$ cat config.mk
export PLATFORM = sky130hd
export DESIGN_NAME = rr_burst_arbiter_flat
export DESIGN_NICKNAME = d
export VERILOG_FILES = /design/src/rtl/rr_burst_arbiter_pkg.sv /design/src/rtl/rr_burst_arbiter_if.sv /design/src/rtl/rr_burst_arbiter_pick.sv /design/src/rtl/rr_burst_arbiter.sv /design/src/flat_wrapper.sv
export SDC_FILE = /design/constraint.sdc
export NUM_CORES = 1
export LEC_CHECK = 0
export CAP_MARGIN = 20
export CORE_MARGIN = 2
export CORE_UTILIZATION = 45
export CTS_CLUSTER_SIZE = 14
export DETAILED_ROUTE_END_ITERATION = 10
export MAX_ROUTING_LAYER = met4
export PLACE_DENSITY_LB_ADDON = 0.1
export SKIP_CTS_REPAIR_TIMING = 1
export SLEW_MARGIN = 10
export SYNTH_ARGS = -nofsm -noshare
export SYNTH_HDL_FRONTEND = slang
export SYNTH_HIERARCHICAL = 1
export SYNTH_SLANG_ARGS = --single-unit
$ cat constraint.sdc
create_clock -name clk -period 8.8 [get_ports clk]
set_input_delay 1.76 -clock clk [delete_from_list [all_inputs] [get_ports clk]]
set_output_delay 1.76 -clock clk [all_outputs]
set_load 0.01 [all_outputs]
$ cat src/rtl/rr_burst_arbiter_pkg.sv
// Shared types and helpers for the round-robin burst arbiter.
// Index helpers work on MAX_REQ-wide vectors; callers zero-extend and pass their own N_REQ.
package rr_burst_arbiter_pkg;

    localparam int unsigned MAX_REQ   = 16;
    localparam int unsigned MAX_ID_W  = 4;
    localparam int unsigned DEF_LEN_W = 4;

    typedef enum logic {
        IDLE,
        BUSY
    } state_t;

    typedef logic [DEF_LEN_W-1:0] len_t;
    typedef logic [MAX_REQ-1:0]   req_vec_t;
    typedef logic [MAX_ID_W-1:0]  idx_t;

    typedef struct packed {
        logic found;
        idx_t idx;
    } pick_t;

    // First asserted request at or after ptr, scanning upward and wrapping modulo n.
    function automatic pick_t rr_pick(req_vec_t req, idx_t ptr, int unsigned n);
        pick_t       p;
        int unsigned pos;
        p = '0;
        for (int unsigned i = 0; i < MAX_REQ; i++) begin
            pos = 32'(ptr) + i;
            if (pos >= n) begin
                pos = pos - n;
            end
            if (i < n && pos < MAX_REQ) begin
                if (!p.found && req[pos[3:0]]) begin
                    p.found = 1'b1;
                    p.idx   = pos[3:0];
                end
            end
        end
        return p;
    endfunction

    function automatic req_vec_t onehot(idx_t idx);
        return req_vec_t'(1) << idx;
    endfunction

endpackage

$ cat src/rtl/rr_burst_arbiter_if.sv
// Requester/resource-side bundle of the burst arbiter.
// The arbiter takes the slave view; requesters and the resource model take the master view.
interface rr_burst_if #(
    parameter int unsigned N_REQ = 4,
    parameter int unsigned LEN_W = 4,
    parameter int unsigned ID_W  = $clog2(N_REQ)
);

    logic [N_REQ-1:0]       req;
    logic [N_REQ*LEN_W-1:0] req_len;
    logic                   beat_ack;
    logic [N_REQ-1:0]       gnt;
    logic [ID_W-1:0]        gnt_id;
    logic                   busy;
    logic                   done;
    logic [LEN_W-1:0]       beats_left;

    modport slave (
        input  req,
        input  req_len,
        input  beat_ack,
        output gnt,
        output gnt_id,
        output busy,
        output done,
        output beats_left
    );

    modport master (
        output req,
        output req_len,
        output beat_ack,
        input  gnt,
        input  gnt_id,
        input  busy,
        input  done,
        input  beats_left
    );

endinterface

$ cat src/rtl/rr_burst_arbiter_pick.sv
// Combinational rotate-priority encoder: picks the first asserted request at or after ptr.
module rr_pick_comb
    import rr_burst_arbiter_pkg::*;
#(
    parameter int unsigned N_REQ = 4,
    parameter int unsigned ID_W  = $clog2(N_REQ)
) (
    input  logic [N_REQ-1:0] req,
    input  logic [ID_W-1:0]  ptr,
    output logic [ID_W-1:0]  sel,
    output logic             found
);

    req_vec_t req_ext;
    pick_t    pick;

    always_comb begin
        req_ext              = '0;
        req_ext[N_REQ-1:0]   = req;
        pick                 = rr_pick(req_ext, idx_t'(ptr), N_REQ);
        sel                  = ID_W'(pick.idx);
        found                = pick.found;
    end

endmodule

$ cat src/rtl/rr_burst_arbiter.sv
// Round-robin arbiter granting one requester a shared resource for a whole burst.
// Grant is locked until the last beat is acknowledged; the pointer then moves past the owner.
module rr_burst_arbiter
    import rr_burst_arbiter_pkg::*;
#(
    parameter int unsigned N_REQ = 4,
    parameter int unsigned LEN_W = 4,
    parameter int unsigned ID_W  = $clog2(N_REQ)
) (
    input  logic        clk,
    input  logic        rst,
    rr_burst_if.slave   bus
);

    state_t             state_q, state_d;
    logic [N_REQ-1:0]   gnt_q, gnt_d;
    logic [ID_W-1:0]    id_q, id_d;
    logic               busy_q, busy_d;
    logic               done_q, done_d;
    logic [LEN_W-1:0]   left_q, left_d;
    logic [ID_W-1:0]    ptr_q, ptr_d;

    logic [ID_W-1:0]    sel;
    logic               found;
    logic [LEN_W-1:0]   len_sel;

    rr_pick_comb #(
        .N_REQ (N_REQ),
        .ID_W  (ID_W)
    ) u_pick (
        .req   (bus.req),
        .ptr   (ptr_q),
        .sel   (sel),
        .found (found)
    );

    assign len_sel = bus.req_len[sel*LEN_W +: LEN_W];

    always_ff @(posedge clk or posedge rst) begin
        if (rst) begin
            state_q <= IDLE;
            gnt_q   <= '0;
            id_q    <= '0;
            busy_q  <= 1'b0;
            done_q  <= 1'b0;
            left_q  <= '0;
            ptr_q   <= '0;
        end else begin
            state_q <= state_d;
            gnt_q   <= gnt_d;
            id_q    <= id_d;
            busy_q  <= busy_d;
            done_q  <= done_d;
            left_q  <= left_d;
            ptr_q   <= ptr_d;
        end
    end

    always_comb begin
        state_d = state_q;
        gnt_d   = gnt_q;
        id_d    = id_q;
        busy_d  = busy_q;
        done_d  = 1'b0;
        left_d  = left_q;
        ptr_d   = ptr_q;

        unique case (state_q)
            IDLE: begin
                if (found) begin
                    gnt_d   = N_REQ'(onehot(idx_t'(sel)));
                    id_d    = sel;
                    busy_d  = 1'b1;
                    // A declared length of zero still moves one beat.
                    left_d  = (len_sel == '0) ? LEN_W'(1) : len_sel;
                    state_d = BUSY;
                end
            end
            BUSY: begin
                if (bus.beat_ack) begin
                    if (left_q > LEN_W'(1)) begin
                        left_d = left_q - LEN_W'(1);
                    end else begin
                        gnt_d   = '0;
                        busy_d  = 1'b0;
                        left_d  = '0;
                        done_d  = 1'b1;
                        ptr_d   = (id_q == ID_W'(N_REQ-1)) ? '0 : id_q + ID_W'(1);
                        state_d = IDLE;
                    end
                end
            end
            default: state_d = IDLE;
        endcase
    end

    assign bus.gnt        = gnt_q;
    assign bus.gnt_id     = id_q;
    assign bus.busy       = busy_q;
    assign bus.done       = done_q;
    assign bus.beats_left = left_q;

    a_gnt_onehot0: assert property (@(posedge clk) disable iff (rst) $onehot0(gnt_q));
    a_gnt_busy:    assert property (@(posedge clk) disable iff (rst) ((gnt_q != '0) == busy_q));

endmodule

$ cat src/flat_wrapper.sv
// flat-port wrapper written by rule: the top's interface ports become plain ports
module rr_burst_arbiter_flat import rr_burst_arbiter_pkg::*;
#(
    parameter int unsigned N_REQ = 4,
    parameter int unsigned LEN_W = 4,
    parameter int unsigned ID_W  = $clog2(N_REQ)
)
  (clk, rst, bus_req, bus_req_len, bus_beat_ack, bus_gnt, bus_gnt_id, bus_busy, bus_done, bus_beats_left);
  rr_burst_if #(.N_REQ(N_REQ), .LEN_W(LEN_W), .ID_W(ID_W)) bus_i ();
  input  logic clk;
  input  logic rst;
  input wire logic [$bits(bus_i.req)-1:0] bus_req;
  input wire logic [$bits(bus_i.req_len)-1:0] bus_req_len;
  input wire logic [$bits(bus_i.beat_ack)-1:0] bus_beat_ack;
  output wire logic [$bits(bus_i.gnt)-1:0] bus_gnt;
  output wire logic [$bits(bus_i.gnt_id)-1:0] bus_gnt_id;
  output wire logic [$bits(bus_i.busy)-1:0] bus_busy;
  output wire logic [$bits(bus_i.done)-1:0] bus_done;
  output wire logic [$bits(bus_i.beats_left)-1:0] bus_beats_left;
  assign bus_i.req = bus_req;
  assign bus_i.req_len = bus_req_len;
  assign bus_i.beat_ack = bus_beat_ack;
  assign bus_gnt = bus_i.gnt;
  assign bus_gnt_id = bus_i.gnt_id;
  assign bus_busy = bus_i.busy;
  assign bus_done = bus_i.done;
  assign bus_beats_left = bus_i.beats_left;
  rr_burst_arbiter #(.N_REQ(N_REQ), .LEN_W(LEN_W), .ID_W(ID_W)) u_core (.clk(clk), .rst(rst), .bus(bus_i));
endmodule
==> impl_metrics.toml, run 1 <==
[clocking]
clockBufferDepth = 2
cts_tree = "yes"
numCtsBuffers = 3
htree_levels = 1
clk_pin_slew_worst_paths_ns = 0.09
worstSkewPairLatency_ns = 0.28
ctsRootBufferMaster = "clkbuf_4"
cts_sinks = 15

[worst_setup_path]
crit_chain = "clkdlybuf4s50_1 > mux2_1 > and3_4 > nor4_4 > a211oi_1 > a31oi_1 > mux4_2 > or4_1 > nand4_1"
crit_family = "simple AND/OR/NAND/NOR gates"
required_ns = 9.02
cpMaxStageDelayCell = "a31oi_1"
r2r_cells = 10
regToRegSetupSlack_ns = 4.65
path_buf_inv = 1
arrival_ns = 4.99
critPathMaxStageDelay_ns = 0.62
critPathKind = "input port to flop"
r2r-end = "u_core/bus.beats_left[0]"
startpoint_type = "input port"
r2r_start = "u_core/ptr_q[0]"
end_kind = "flop"
worstSetupStartpoint = "bus_req[2]"
crit_fanout = 7

[sta]
skew_ns = 0.00462
rsz0062_at_grt = "false"
holdWs_ns = 0.530
finalMaxSlewViolations = 0
tns_ns = 0
slew_headroom = 0.466
tightest_slew_ns = 0.797
finalCritPeriodShare = 0.542
setup_viol = 0
final-hold-violation-count = 0
setup_slack_ns = 4.03
post-route-min-period_ns = 4.77
max_freq_mhz = 210

[outcome]
status = "finished, final reports clean"

[placement]
dpl.cell_count = 178
postPlaceCellArea_um2 = 1540
port_buffers = 34
hpwl_mm = 2.12
place_ws_ns = 3.74
routabilityCongestion = 0.928

[finish]
multiInputGateArea_um2 = 749
final_cell_area_um2 = 1560
fin_cells = 182
nFillCells = 210
syn_to_final_growth_pct = 30.8
layout-drive-gt1-share = 0.0987
diodes = 0
regArea_um2 = 375
final_nets = 184

[power_and_ir_drop]
p_leak_uw = 0.000630
peakVddDrop_v = 0.000172
powerDensity_nw_per_um2 = 335

[route]
vias_per_cell = 5.74
ant_nets = 0
drcViolationCount = 0
dr_total_vias = 1044
drt-total-wl_mm = 2.76
drtPass1Iterations = 5
drtIter0Drc = 28
wl_per_cell_um = 15.2

[synthesis]
ys.flop_type = "dfrtp_1"
synth_cell_types = 40
ys_seq_area_frac = 0.314
ys_warn_count = 6
syn_area_per_cell_um2 = 9.96
async_reset_ff_frac = 1.00
ys_seq_elements = 15
netlist_area_um2 = 1190
synth_fp_nets = 151
synth_edf_count = 0
syn-instance-count = 120

[grt]
grt_pass1_vias = 1034
grt.total_usage = 0.194
antenna_found_initial = 0
overflow = 0
grt_pass1_wl_mm = 4.66
grt_max_degree = 17

[worst_hold_path]
hold_depth = 2
hold_path_startpoint = "u_core/bus.gnt_id[1]"
min_to = "u_core/bus.gnt_id[1]"
hold_path_class = "flop to flop"

[flow_run]
drv_cap = 0

[floorplanning]
ios = 35
die_h_um = 55.5
core-area_um2 = 2500
rows = 18
start_util = 0.478
dieArea_um2 = 3080
fp.dieW_um = 55.5
-- cells in the mapped netlist, drive strengths merged, types with 3 or more instances --
| cell | number | area (µm²) |
|---|---|---|
| ha | 8 | 100 |
| dfrtp | 15 | 375 |
| buf | 4 | 28.8 |
| nor2 | 6 | 22.5 |
| o21ai | 8 | 40.0 |
| inv | 9 | 33.8 |
| o32ai | 4 | 35.0 |
| mux2i | 3 | 30.0 |
| mux2 | 5 | 56.3 |
| mux4 | 5 | 120 |
| nor3 | 3 | 15.0 |
| nand2 | 17 | 63.8 |
-- registers in the layout, indices dropped and copies added, names as in the netlist --
signal and flops:
u_core/bus.gnt_id 2, u_core/ptr_q 2, u_core/bus.done 1, u_core/bus.busy 1, u_core/bus.beats_left 4, u_core/bus.gnt 4
u_core/state_q 1
-- tightest hold or removal path: cells and delay by family, from the launching register on --
kind,cells,cell delay (ns)
AOI/OAI and AO/OA,1,0.06
DFF,1,0.38
and+or+nand+nor,1,0.05
-- placed cells by master, fill, tap and decap left out --
cell,instances
mux4_1,2
nand2_1,17
nor3_1,3
o211a_4,1
o211ai_1,2
nand3_1,2
mux2_1,1
o2111ai_1,2
a211oi_1,2
dfrtp_1,15
mux2i_1,3
a21oi_1,1
mux2_2,4
a31oi_1,1
and2_1,1
o311ai_0,2
a21boi_0,1
and3_4,1
o21ai_1,2
inv_1,9
clkdlybuf4s50_1,34
nand4_1,2
nor2_1,6
nand4b_1,1
o21ai_0,6
nand2b_1,2
nor4_4,2
ha_1,8
and2_2,1
a32oi_1,1
o221ai_1,1
nor2b_1,2
nor4b_1,1
and2b_1,1
or4_1,1
mux4_2,3
clkbuf_1,1
o32ai_1,4
clkbuf_4,3
-- worst max path at each step --
stage	end	slack [ns]	cells past startpoint
2_1_floorplan	u_core/bus.beats_left[0]	4.74	9
3_3_place_gp	u_core/bus.beats_left[0]	3.77	9
3_5_place_dp	u_core/bus.beats_left[0]	3.74	9
4_1_cts	u_core/bus.beats_left[0]	4.05	9
5_1_grt	u_core/bus.beats_left[0]	3.86	9
6_report	u_core/bus.beats_left[0]	4.03	9
-- per-layer routing --
layer  part of all wire  GRT usage
met1               0.48      0.263
met2               0.47      0.291
met3              0.038     0.0398
met4             0.0036     0.0627
met5                  0          -
-- through the flow --
stage	total power [µW]	util
after floorplan	396	-
after CTS	526	0.625
after global routing	575	0.625
after detailed placement	483	0.615
final	524	0.625
after global placement	475	0.615
-- power by group --
part	internal, µW	total [µW]	switching, µW
sequential	97.7	142	44.1
clock	17.6	38.9	21.3
combinational	169	343	174
total	284	524	240
-- cell families after synthesis --
family / Yosys count / share of synthesized area
adders and majority gates: 8 / 0.0838
buffers and inverters: 15 / 0.0586
AOI/OAI and AO/OA: 26 / 0.162
muxes: 13 / 0.173
DFF: 15 / 0.314
and+or+nand+nor: 43 / 0.208
-- layout make-up --
type	count	area share
inverters	9	0.0216
flip-flops and latches	15	0.240
well taps	30	0.0240
multi-input cells	90	0.480
repair buffers	34	0.218
clock buffers	4	0.0168
No activity file was read; power rests on OpenSTA's default activity.
==> run 2, diff against run 1 <==
clock period = 4.77 ns   (was 8.8 ns; I/O delays follow)
==> run 2 against run 1 <==
  * Routed wire length fell by 2.2%
  * Cell area increased by 0.48%
  * Sequential cell count did not move
  * Critical path depth did not move
  * Die area stayed put
  * First-iteration DRC count increased by 46%
  * Worst setup slack got worse by 3.1 ns
  * Hold slack improved by 0.012 ns
  * Non-clock buffer count rose by 1
  * Critical endpoint unchanged
  * Largest power group unchanged
==> impl_metrics.toml, run 2 (synthesized netlist as in run 1, its figures left out) <==
[outcome]
status = "finished, final reports clean"

[grt]
overflow = 0
antenna_found_initial = 0
grt_pass1_wl_mm = 4.70
grt_max_degree = 17
grt.total_usage = 0.195
grt_pass1_vias = 1066

[floorplanning]
ios = 35
fp.dieW_um = 55.5
die_h_um = 55.5
start_util = 0.478
dieArea_um2 = 3080
core-area_um2 = 2500
rows = 18

[clocking]
clockBufferDepth = 2
numCtsBuffers = 3
htree_levels = 1
cts_sinks = 15
ctsRootBufferMaster = "clkbuf_4"
clk_pin_slew_worst_paths_ns = 0.09
worstSkewPairLatency_ns = 0.28
cts_tree = "yes"

[worst_setup_path]
critPathMaxStageDelay_ns = 0.65
crit_family = "multiplexers"
arrival_ns = 4.05
critPathKind = "flop to flop"
required_ns = 4.99
r2r_cells = 9
cpMaxStageDelayCell = "dfrtp_1"
cp.depth = 9
end_kind = "flop"
path_buf_inv = 1
crit_fanout = 13
startpoint_type = "flop"
crit_chain = "inv_1 > ha_1 > mux2_1 > and3_4 > nor4_4 > mux2i_1 > mux4_2 > or4_1 > nand4_1"
regToRegSetupSlack_ns = 0.93

[route]
dr_total_vias = 1044
drtIter0Drc = 41
drcViolationCount = 0
drt-total-wl_mm = 2.70
ant_nets = 0
wl_per_cell_um = 14.7
drtPass1Iterations = 4
vias_per_cell = 5.70

[power_and_ir_drop]
switching_share = 0.453
clkPwrFrac = 0.072
intPower_uw = 533
p_leak_uw = 0.000634
pwr-share-seq = 0.266
peakVddDrop_v = 0.000384
powerDensity_nw_per_um2 = 620
total_power_uw = 974
p_comb_frac = 0.662
total_switching_power_uw = 441

[sta]
tns_ns = 0
tightest_slew_ns = 0.604
finalCritPeriodShare = 0.804
skew_ns = 0.00818
final-hold-violation-count = 0
finalMaxSlewViolations = 0
setup_viol = 0
post-route-min-period_ns = 3.84
slew_headroom = 0.586
rsz0062_at_grt = "false"
max_freq_mhz = 261

[finish]
final_common_cell = "clkdlybuf4s50_1"
syn_to_final_growth_pct = 31.4
layout-drive-gt1-share = 0.105
mostFrequentLayoutCells = "34 x clkdlybuf4s50_1, 17 x nand2_1, 15 x dfrtp_1"
diodes = 0
final_nets = 185

[worst_hold_path]
hold_path_class = "flop to flop"
hold_depth = 2

[placement]
routabilityCongestion = 0.916
hpwl_mm = 2.12
port_buffers = 34

[flow_run]
drv_cap = 0
[run 2: final timing paths]
path,startpoint,to
setup / recovery,u_core/ptr_q[0],u_core/bus.beats_left[0]
hold / removal,u_core/bus.gnt_id[1],u_core/bus.gnt_id[1]
setup reg to reg,u_core/ptr_q[0],u_core/bus.beats_left[0]
hold reg to reg,u_core/bus.gnt_id[1],u_core/bus.gnt_id[1]
max in group asynchronous,rst,u_core/bus.gnt[1]
min in group asynchronous,rst,u_core/bus.gnt[2]
[run 2: per-layer routing]
metal | wire length [µm] | global-route usage
met1 | 1260 | 0.259
met3 | 110 | 0.0398
met2 | 1310 | 0.303
met5 | 0 | -
met4 | 13 | 0.0557
[run 2: final cells by class]
| class | instances | area (µm²) |
|---|---|---|
| inverter | 9 | 33.8 |
| clock buffer | 4 | 26.3 |
| sequential | 15 | 375 |
| timing repair buffer | 35 | 348 |
| fill | 216 | 930 |
| multi-input combinational | 90 | 749 |
| tap | 30 | 37.5 |
[run 2: through the flow]
stage | instances | utilization | hold WS, ns | worst slack (ns) | instance area (µm²)
after floorplan | 120 | - | 0.537 | 1.40 | 1190
after CTS | 183 | 0.628 | 0.548 | 0.955 | 1570
after global placement | 179 | 0.618 | 0.515 | 0.899 | 1540
after global routing | 183 | 0.628 | 0.574 | 0.701 | 1570
final | 183 | 0.628 | 0.542 | 0.933 | 1570
after detailed placement | 179 | 0.618 | 0.530 | 0.825 | 1540
[run 2: power groups by stage]
stage,combinational [µW],clock [µW],sequential [µW]
finish,645,70.4,259
global route,717,80.7,272
CTS,646,74.6,260
detailed placement,642,0,262
global placement,627,0,261
floorplan,480,0,250
[run 2: worst reg2reg max path: stages (launching register included)]
cell,delay (ns)
dfrtp_1,0.65
inv_1,0.21
ha_1,0.47
mux2_1,0.35
and3_4,0.19
nor4_4,0.32
mux2i_1,0.58
mux4_2,0.42
or4_1,0.50
nand4_1,0.10
